`src/rtl/fetch_stage.sv`:
```
// Instruction-fetch front end: owns the PC, drives the combinational instruction
// memory and registers the returned word into IF/ID with stall/flush/redirect.
module fetch_stage #(
    parameter logic [31:0] ResetPC  = 32'h0000_0000,
    parameter int          BitSize  = 8,
    parameter logic [31:0] NopInstr = 32'h0000_0013
) (
    input  logic        Clk,
    input  logic        Reset_n,
    input  logic        Stall,
    input  logic        Flush,
    input  logic        Redirect,
    input  logic [31:0] RedirectTarget,
    output logic [31:0] ImemAddress,
    input  logic [31:0] ImemInstruction,
    output logic [31:0] PC,
    output logic [31:0] IF_ID_Instruction,
    output logic [31:0] IF_ID_PC,
    output logic [31:0] IF_ID_PCPlus4,
    output logic        IF_ID_Valid,
    output logic        FaultMisaligned,
    output logic        FaultRange,
    output logic [31:0] FetchCount
);

    function automatic logic [31:0] align_word(input logic [31:0] addr);
        return {addr[31:2], 2'b00};
    endfunction

    function automatic logic pc_in_range(input logic [31:0] addr);
        return (addr >> (BitSize + 2)) == 32'd0;
    endfunction

    logic [31:0] pc_p0;
    logic [31:0] pc_plus4_p0;
    logic        in_range_p0;

    logic [31:0] instr_p1;
    logic [31:0] pc_p1;
    logic [31:0] pc_plus4_p1;
    logic        vld_p1;
    logic        fault_mis_p1;
    logic        fault_rng_p1;
    logic [31:0] fetch_cnt_p1;

    // Stage 0: PC register and instruction-memory address
    assign pc_plus4_p0 = pc_p0 + 32'd4;
    assign in_range_p0 = pc_in_range(pc_p0);
    assign ImemAddress = pc_p0;
    assign PC          = pc_p0;

    always_ff @(posedge Clk or negedge Reset_n) begin
        if (!Reset_n) begin
            pc_p0 <= ResetPC;
        end else if (Redirect) begin
            pc_p0 <= align_word(RedirectTarget);
        end else if (!Stall) begin
            pc_p0 <= pc_plus4_p0;
        end
    end

    always_ff @(posedge Clk or negedge Reset_n) begin
        if (!Reset_n) begin
            fault_mis_p1 <= 1'b0;
        end else begin
            fault_mis_p1 <= Redirect && (RedirectTarget[1:0] != 2'b00);
        end
    end

    // Stage 1: IF/ID register; redirect also squashes the wrong-path word
    always_ff @(posedge Clk or negedge Reset_n) begin
        if (!Reset_n) begin
            instr_p1     <= NopInstr;
            pc_p1        <= 32'd0;
            pc_plus4_p1  <= 32'd0;
            vld_p1       <= 1'b0;
            fault_rng_p1 <= 1'b0;
            fetch_cnt_p1 <= 32'd0;
        end else if (Redirect || Flush) begin
            instr_p1     <= NopInstr;
            pc_p1        <= 32'd0;
            pc_plus4_p1  <= 32'd0;
            vld_p1       <= 1'b0;
            fault_rng_p1 <= 1'b0;
        end else if (!Stall) begin
            instr_p1     <= in_range_p0 ? ImemInstruction : NopInstr;
            pc_p1        <= pc_p0;
            pc_plus4_p1  <= pc_plus4_p0;
            vld_p1       <= in_range_p0;
            fault_rng_p1 <= !in_range_p0;
            fetch_cnt_p1 <= fetch_cnt_p1 + {31'd0, in_range_p0};
        end
    end

    assign IF_ID_Instruction = instr_p1;
    assign IF_ID_PC          = pc_p1;
    assign IF_ID_PCPlus4     = pc_plus4_p1;
    assign IF_ID_Valid       = vld_p1;
    assign FaultMisaligned   = fault_mis_p1;
    assign FaultRange        = fault_rng_p1;
    assign FetchCount        = fetch_cnt_p1;

endmodule

```
`config.mk`:
```
export PLATFORM = sky130hd
export DESIGN_NAME = fetch_stage
export DESIGN_NICKNAME = d
export VERILOG_FILES = /design/src/rtl/fetch_stage.sv
export SDC_FILE = /design/constraint.sdc
export NUM_CORES = 1
export LEC_CHECK = 0
export BUFFER_PORTS_ARGS = -buffer_cell sky130_fd_sc_hd__buf_2
export CAP_MARGIN = 20
export CORE_UTILIZATION = 50
export DETAILED_ROUTE_END_ITERATION = 8
export PLACE_DENSITY = 0.81
export SLEW_MARGIN = 20
export SYNTH_ARGS = -nofsm -noshare
export SYNTH_HDL_FRONTEND = slang
export SYNTH_SLANG_ARGS = --single-unit
```
`constraint.sdc`:
```
create_clock -name Clk -period 4.05 [get_ports Clk]
set_input_delay 0.2025 -clock Clk [delete_from_list [all_inputs] [get_ports Clk]]
set_output_delay 0.2025 -clock Clk [all_outputs]
set_load 0.05 [all_outputs]
```
Yosys cells after proc, flatten, opt, wreduce, memory -nomap -nowiden --
Index checks and enable logic that the tools add are counted.
Storage, ports and cells: flip-flop bits (word level) 163, bits of input ports 69, output and inout bits 195, logic and storage cells 32
Cells by class: add/subtract/negate cells 2, equal/unequal tests 2, muxes and demuxes 12, bitwise gates (word level) 2, reduce and logical (&&, ||, !) cells 6
Operator list (count):
- $mux W32 | 8
- $add A32 B1 Y32 | 1
- $add A32 B3 Y32 const B | 1
- $logic_not A32 Y1 | 1
- $mux W1 | 4
- $ne A2 B1 Y1 const B | 2
- $not A1 Y1 | 2
- $reduce_and A2 Y1 | 1
- $reduce_bool A2 Y1 | 1
- $logic_and A1 B1 Y1 | 1
- $logic_not A1 Y1 | 1
- $logic_or A1 B1 Y1 | 1

Logic depth before layout (Yosys ltp) --
Gate-level depths: netlist (run 1).
depth in word-level cells 4, gate-level depth with buffers 10, depth with buffers taken out 9

Least setup slack after synthesis (run 1) --
Ideal clock, no wire load.
kind register to register, from reg pc_p0[14], in the netlist ImemAddress[14], to reg fetch_cnt_p1[14], in the netlist FetchCount[14], setup time 0.142 ns, data arrival time 2.594 ns, data required time 3.908 ns, setup slack 1.314 ns, cell stages (with the launch flop) 11, path buffers 1, period minus slack after synthesis 2.736 ns, path through dfrtp_1 buf_2 nor4_1 nand4_1 nor2_1 ha_1 ha_1 nand3_1 nor4_4 nand4_1 xnor2_1
On the way: word-level cells in the longest chain between the ends 2
Ends and longest elaborated chain:
- from (decl) | line 34 | logic [31:0] pc_p0;
- from (signal assigned) | line 54 | pc_p0 <= ResetPC;
- from (signal assigned) | line 56 | pc_p0 <= align_word(RedirectTarget);
- from (signal assigned) | line 58 | pc_p0 <= pc_plus4_p0;
- $logic_not A32 Y1 | line 31 | return (addr >> (BitSize + 2)) == 32'd0;
- $add A32 B1 Y32 | line 91 | fetch_cnt_p1 <= fetch_cnt_p1 + {31'd0, in_range_p0};
- to (signal assigned) | line 91
- to (decl) | line 44 | logic [31:0] fetch_cnt_p1;
No other way between the ends. A chain may end at the register's enable or synchronous reset.

Worst setup path in the final report (run 1) --
from reg pc_p0[10], in the netlist ImemAddress[10], to reg fetch_cnt_p1[14], in the netlist FetchCount[14]
The elaborated chain is that of the path after synthesis.

==> metrics.yaml, run 1 <==
setup-tns-final_ps: 0
die_h_um: 126
fin_crit_sh_pct: 77.5
drt-pass1-iter-count: 9
fp.dieW_um: 126
cts_made_buffers: 17
h-tree-depth: 4
hold_buffers: 38
drt-initial-drc-count: 444
finalWorstSetupSlack_ps: 912
max_freq_ghz: 0.319
core-area_sq_um: 14700
drv_slew: 0
endpoint_kind: "register"
worst_pin_slew_ps: 1030
grt_max_degree: 94
num_antenna_cells: 0
finalCriticalPeriod_ps: 3140
postSynthAreaPerCell_sq_um: 10.2
wirelength_um: 21700
start_util_pct: 51.9
drc: 15
regToRegSetupSlack_ps: 910
startpoint: "ImemAddress[10]$_DFFE_PN0N_"
timing.rr.start: "ImemAddress[10]$_DFFE_PN0N_"
required_ps: 4360
grt_pass1_wl_um: 34700
finalClockSkew_ps: 7.99
synth_edf_count: 0
cp_slowest_cell: "nor4_4"
port_buffers: 255
start_kind: "register"
place.gp.congestion: 0.869
violations: "DRC"
num_rows: 44
syn-cell-area_sq_um: 7630
first_global_vias: 6516
ys_seq_elements: 157
worstSetupEndpoint: "FetchCount[14]$_DFFE_PN0P_"
status: "finished, violations left"
cp.arrival_ps: 3450
drive_above_1_share_pct: 31.8
syn_to_final_growth_pct: 26.4
worstPathCellList: "nor4_1 > nand4_1 > nor2_1 > ha_1 > ha_1 > nand3_1 > nor4_4 > nand4_1 > xnor2_1"
finalSetupViolCount: 0
fillers: 1173
vdd_ir_drop_max_uv: 264
postCtsSetupBuffers: 0
dp_hpwl_um: 14200
power_density_nw_per_um2: 423
clk_latency_ps: 420
wl_per_cell_um: 18.6
antenna_left: 0
dp_slack_ps: 961
syn_inst: 745
p_leak_uw: 0.00482
grt_overflow: 0
clockBufferDepth: 2
final_cell_mix: "buf_2, dfrtp_1, nand2_1"
num_vias: 6767
via_per_inst: 5.80
cts_sinks: 157
worstSetupPathType: "reg2reg"
root_buffer: "clkbuf_16"
synthArstFlopShare_pct: 100
tritoncts: "yes"
ys_types: 50
synth_flop_cell: "dfrtp_1"
rsz0062_at_grt: "no"
drv_cap: 0
postCtsResizedCells: 0
cp_slowest_stage_delay_ps: 590
clk_pin_slew_ps: 60
die_area_sq_um: 15800
hold_class: "in2reg"
relSlewSlack_pct: 31.6
hold_viol: 0
reg2reg_depth: 9
yosys_warnings: 0
ys_seq_area_share_pct: 51.6
crit_fanout: 10
pin_count: 264
r2r-end: "FetchCount[14]$_DFFE_PN0P_"
nets: 1041
track_usage_pct: 28.3
mostFrequentLayoutCell: "buf_2"
antenna_found_initial: 0
[state kept, by name, summed over array words and instances (netlist names)]
name / flops
IF_ID_PCPlus4: 30
FaultMisaligned: 1
FaultRange: 1
FetchCount: 32
ImemAddress: 30
IF_ID_PC: 30
IF_ID_Valid: 1
IF_ID_Instruction: 32
[per-stage QoR]
stage                     cell area, sq um  hold WS (ps)  std cells  total power [uW]  util [%]
after detailed placement              8640           345       1096              2390      58.8
final                                 9640          14.3       1166              4080      65.6
after global routing                  9640          5.84       1166              4210      65.6
after floorplan                       7650         -93.1        752              2250         -
after CTS                             9640          1.23       1166              4090      65.6
after global placement                8640           344       1096              2390      58.8
[cells by family (layout without fill, tap and decap cells)]
| kind of cell | after synthesis | count (layout) | synth area share, % |
|---|---|---|---|
| and+or+nand+nor | 277 | 277 | 19.5 |
| adders and majority gates | 3 | 3 | 0.492 |
| other | 1 | 8 | 0.0492 |
| muxes | 1 | 1 | 0.131 |
| DFF | 157 | 157 | 51.6 |
| AOI/OAI and AO/OA | 142 | 142 | 13.9 |
| buffers and inverters | 111 | 341 | 8.28 |
| xor gates and xnor gates | 53 | 53 | 6.09 |
[synthesized netlist by cell type (all sizes together), types with 2 or more instances]
cell type | instances | share of area (%)
or4b | 2 | 0.26
clkbuf | 42 | 2.1
and3 | 9 | 0.74
nand3 | 36 | 2.4
o211ai | 12 | 1.2
dfrtp | 154 | 51
a22o | 55 | 6.3
nand4b | 2 | 0.23
o31ai | 11 | 1.1
a211o | 2 | 0.23
o311a | 3 | 0.39
and2 | 4 | 0.33
and4 | 4 | 0.48
nor4b | 3 | 0.34
nand4 | 20 | 2.1
ha | 3 | 0.49
nor4 | 14 | 1.3
a221o | 5 | 0.66
a31oi | 16 | 1.3
a21oi | 4 | 0.26
buf | 62 | 5.9
or2 | 2 | 0.16
inv | 7 | 0.34
o41ai | 2 | 0.23
xnor2 | 34 | 3.9
xor2 | 19 | 2.2
nor3 | 18 | 1.2
o21ai | 28 | 1.8
or3 | 6 | 0.49
or4 | 28 | 2.8
nand2b | 2 | 0.16
nand2 | 79 | 3.9
dfstp | 3 | 1.0
nor2 | 46 | 2.3
[per-layer routing]
layer	vias to the layer above	GRT usage [%]	share of wire, %
met2	332	45.8	48
met1	3298	36.9	42
met5	-	0	0
li1	3093	-	-
met3	44	6.25	7.4
met4	0	11.6	2.4
[worst max-delay path, delay by kind of cell, from the launching register on]
family                   cells  cell delay (ps)
flip-flops                   1              510
AND/OR/NAND/NOR              6             1930
adder cells (fa/ha/maj)      2              430
XOR/XNOR                     1              160
[where the power goes]
group          total, uW  switching, uW  internal, uW
logic                672            502           169
registers           1730            106          1620
clock network       1680            635          1040
[layout make-up]
cell class / instances / area, sq um / area share (%)
multi-input combinational: 484 / 3100 / 32.2
clock inverter: 12 / 171 / 1.78
inverter: 7 / 26.3 / 0.273
sequential: 157 / 3930 / 40.8
clock buffer: 20 / 447 / 4.63
tap: 184 / 230 / 2.39
timing repair buffer: 302 / 1730 / 18.0
[worst min path at each step]
| stage | startpoint | end | slack [ps] | cells past startpoint |
|---|---|---|---|---|
| 5_1_grt | ImemInstruction[23] | IF_ID_Instruction[23]$_DFFE_PN0P_ | 6 | 2 |
| 3_3_place_gp | Reset_n | IF_ID_PC[8]$_DFFE_PN0P_ | 340 | 1 |
| 4_1_cts | ImemInstruction[9] | IF_ID_Instruction[9]$_DFFE_PN0P_ | 1 | 2 |
| 3_5_place_dp | Reset_n | IF_ID_PC[8]$_DFFE_PN0P_ | 350 | 1 |
| 6_report | ImemInstruction[9] | IF_ID_Instruction[9]$_DFFE_PN0P_ | 10 | 2 |
| 2_1_floorplan | Reset_n | FaultMisaligned$_DFF_PN0_ | -90 | 0 |
No activity file was read; power rests on OpenSTA's default activity.
==> inputs of run 2 (changes only) <==
==> constraint.sdc (replaced) <==
create_clock -name Clk -period 2.91 [get_ports Clk]
set_input_delay 0.1455 -clock Clk [delete_from_list [all_inputs] [get_ports Clk]]
set_output_delay 0.1455 -clock Clk [all_outputs]
set_load 0.05 [all_outputs]
==> run 2 against run 1 <==
The flow still finishes with violations (DRC). Die area is the same. Total power up 39%. Utilization grew 3.0 points. Non-clock buffer count is 53 higher. First-iteration DRC count rose by 44%. Largest cell class unchanged. Clock skew is essentially flat. Sequential cell count unchanged. Wire length up 3.9%. Global-route usage grew 1.5 points.
==> metrics.yaml, run 2 (synthesized netlist as in run 1, its figures left out) <==
cts_sinks: 157
p_leak_uw: 0.00504
die_h_um: 126
num_vias: 7048
grt_overflow: 0
antenna_left: 0
grt_max_degree: 79
pin_count: 264
setup-tns-final_ps: 0
worstSetupPathType: "reg2reg"
finalWorstSetupSlack_ps: 246
clk_pin_slew_ps: 60
root_buffer: "clkbuf_16"
clk_latency_ps: 430
port_buffers: 255
drt-pass1-iter-count: 9
dp_slack_ps: 293
crit_fanout: 10
cp_slowest_cell: "nor4_1"
worst_pin_slew_ps: 902
dp_hpwl_um: 14900
drt-initial-drc-count: 639
postCtsSetupBuffers: 0
hold_class: "in2reg"
place.gp.congestion: 0.799
hold_buffers: 56
status: "finished, violations left"
max_freq_ghz: 0.375
pwr-share-seq_pct: 41.0
power_density_nw_per_um2: 561
mostFrequentLayoutCell: "buf_2"
fin_util_pct: 68.6
drv_slew: 0
wl_per_cell_um: 18.5
drc: 15
finalSetupViolCount: 0
fin_crit_sh_pct: 91.5
finalClockSkew_ps: 8.34
cp.arrival_ps: 2970
required_ps: 3220
worstPathCellList: "nor4_1 > nand4_1 > nor2_1 > ha_1 > ha_1 > nand3_1 > nor4_4 > buf_4 > nand4_1 > xnor2_1"
dp_cells: 1130
instances_no_fill: 1219
via_per_inst: 5.78
first_global_vias: 6784
endpoint_kind: "register"
power_frac_clock_pct: 39.4
rsz0062_at_grt: "no"
p_sw_share_pct: 31.5
violations: "DRC"
grt_pass1_wl_um: 36600
cp_slowest_stage_delay_ps: 420
p_sw_uw: 1780
cp_top_family: "simple AND/OR/NAND/NOR gates"
core-area_sq_um: 14700
num_rows: 44
finalCriticalPeriod_ps: 2660
num_antenna_cells: 0
cts_made_buffers: 17
drive_above_1_share_pct: 33.5
path_buf_inv: 1
h-tree-depth: 4
relSlewSlack_pct: 39.9
clockBufferDepth: 2
hold_viol: 0
antenna_found_initial: 0
wirelength_um: 22600
fp.dieW_um: 126
start_util_pct: 51.9
nets: 1094
syn_to_final_growth_pct: 32.2
start_kind: "register"
drv_cap: 0
track_usage_pct: 29.8
vdd_ir_drop_max_uv: 387
postCtsResizedCells: 0
p_total_uw: 5650
tritoncts: "yes"
final_cell_mix: "buf_2, dfrtp_1, nand2_1"
p_int_uw: 3870
die_area_sq_um: 15800
p_comb_share_pct: 19.6
[run 2: cell types whose count changed in the layout (fill, tap and decap cells not counted), sizes merged]
cell         before  now
clkinv            5    2
dlygate4sd3      38   57
inv               7    9
clkinvlp          3    6
bufinv            4    2
buf             264  298
[run 2: power groups by stage]
stage          registers, uW  clock network, uW  logic (uW)
2_1_floorplan           2620                  0         504
3_3_place_gp            2350                  0        1030
3_5_place_dp            2360                  0        1040
4_1_cts                 2320               2240        1100
5_1_grt                 2330               2360        1170
6_report                2320               2230        1110
[run 2: final timing paths]
path / slack (ps) / from / end / cells past startpoint
max reg2reg: 250 / ImemAddress[10]$_DFFE_PN0N_ / FetchCount[30]$_DFFE_PN0P_ / 10
max in group asynchronous: 1730 / Reset_n / FetchCount[29]$_DFFE_PN0P_ / 3
max: 250 / ImemAddress[10]$_DFFE_PN0N_ / FetchCount[30]$_DFFE_PN0P_ / 10
min: 10 / RedirectTarget[20] / ImemAddress[20]$_DFFE_PN0N_ / 3
min reg2reg: 460 / FetchCount[31]$_DFFE_PN0P_ / FetchCount[31]$_DFFE_PN0P_ / 1
min in group asynchronous: 320 / Reset_n / IF_ID_PC[8]$_DFFE_PN0P_ / 2
[run 2: cell type report]
cell class | instances | area, sq um
clock buffer | 20 | 457
clock inverter | 12 | 136
fill | 1109 | 4610
inverter | 7 | 26.3
multi-input combinational | 484 | 3100
sequential | 157 | 3930
tap | 184 | 230
timing repair buffer | 355 | 2200
[run 2: worst min-delay path: cells and delay by family]
family | cells | cell delay [ps]
simple gates | 1 | 100
buf+inv | 1 | 100
compound gates | 1 | 60
[run 2: metal layers]
metal  global-route usage, %  wire, um
met5                       0         0
met4                    11.0       566
met3                    7.19      1760
met2                    47.8     11000
met1                    39.3      9240
[run 2: through the flow]
stage | cell area [sq um] | hold slack, ps
4_1_cts | 10100 | 0.259
3_3_place_gp | 8920 | 226
6_report | 10100 | 14.6
2_1_floorplan | 7650 | -150
5_1_grt | 10100 | 8.13
3_5_place_dp | 8920 | 220
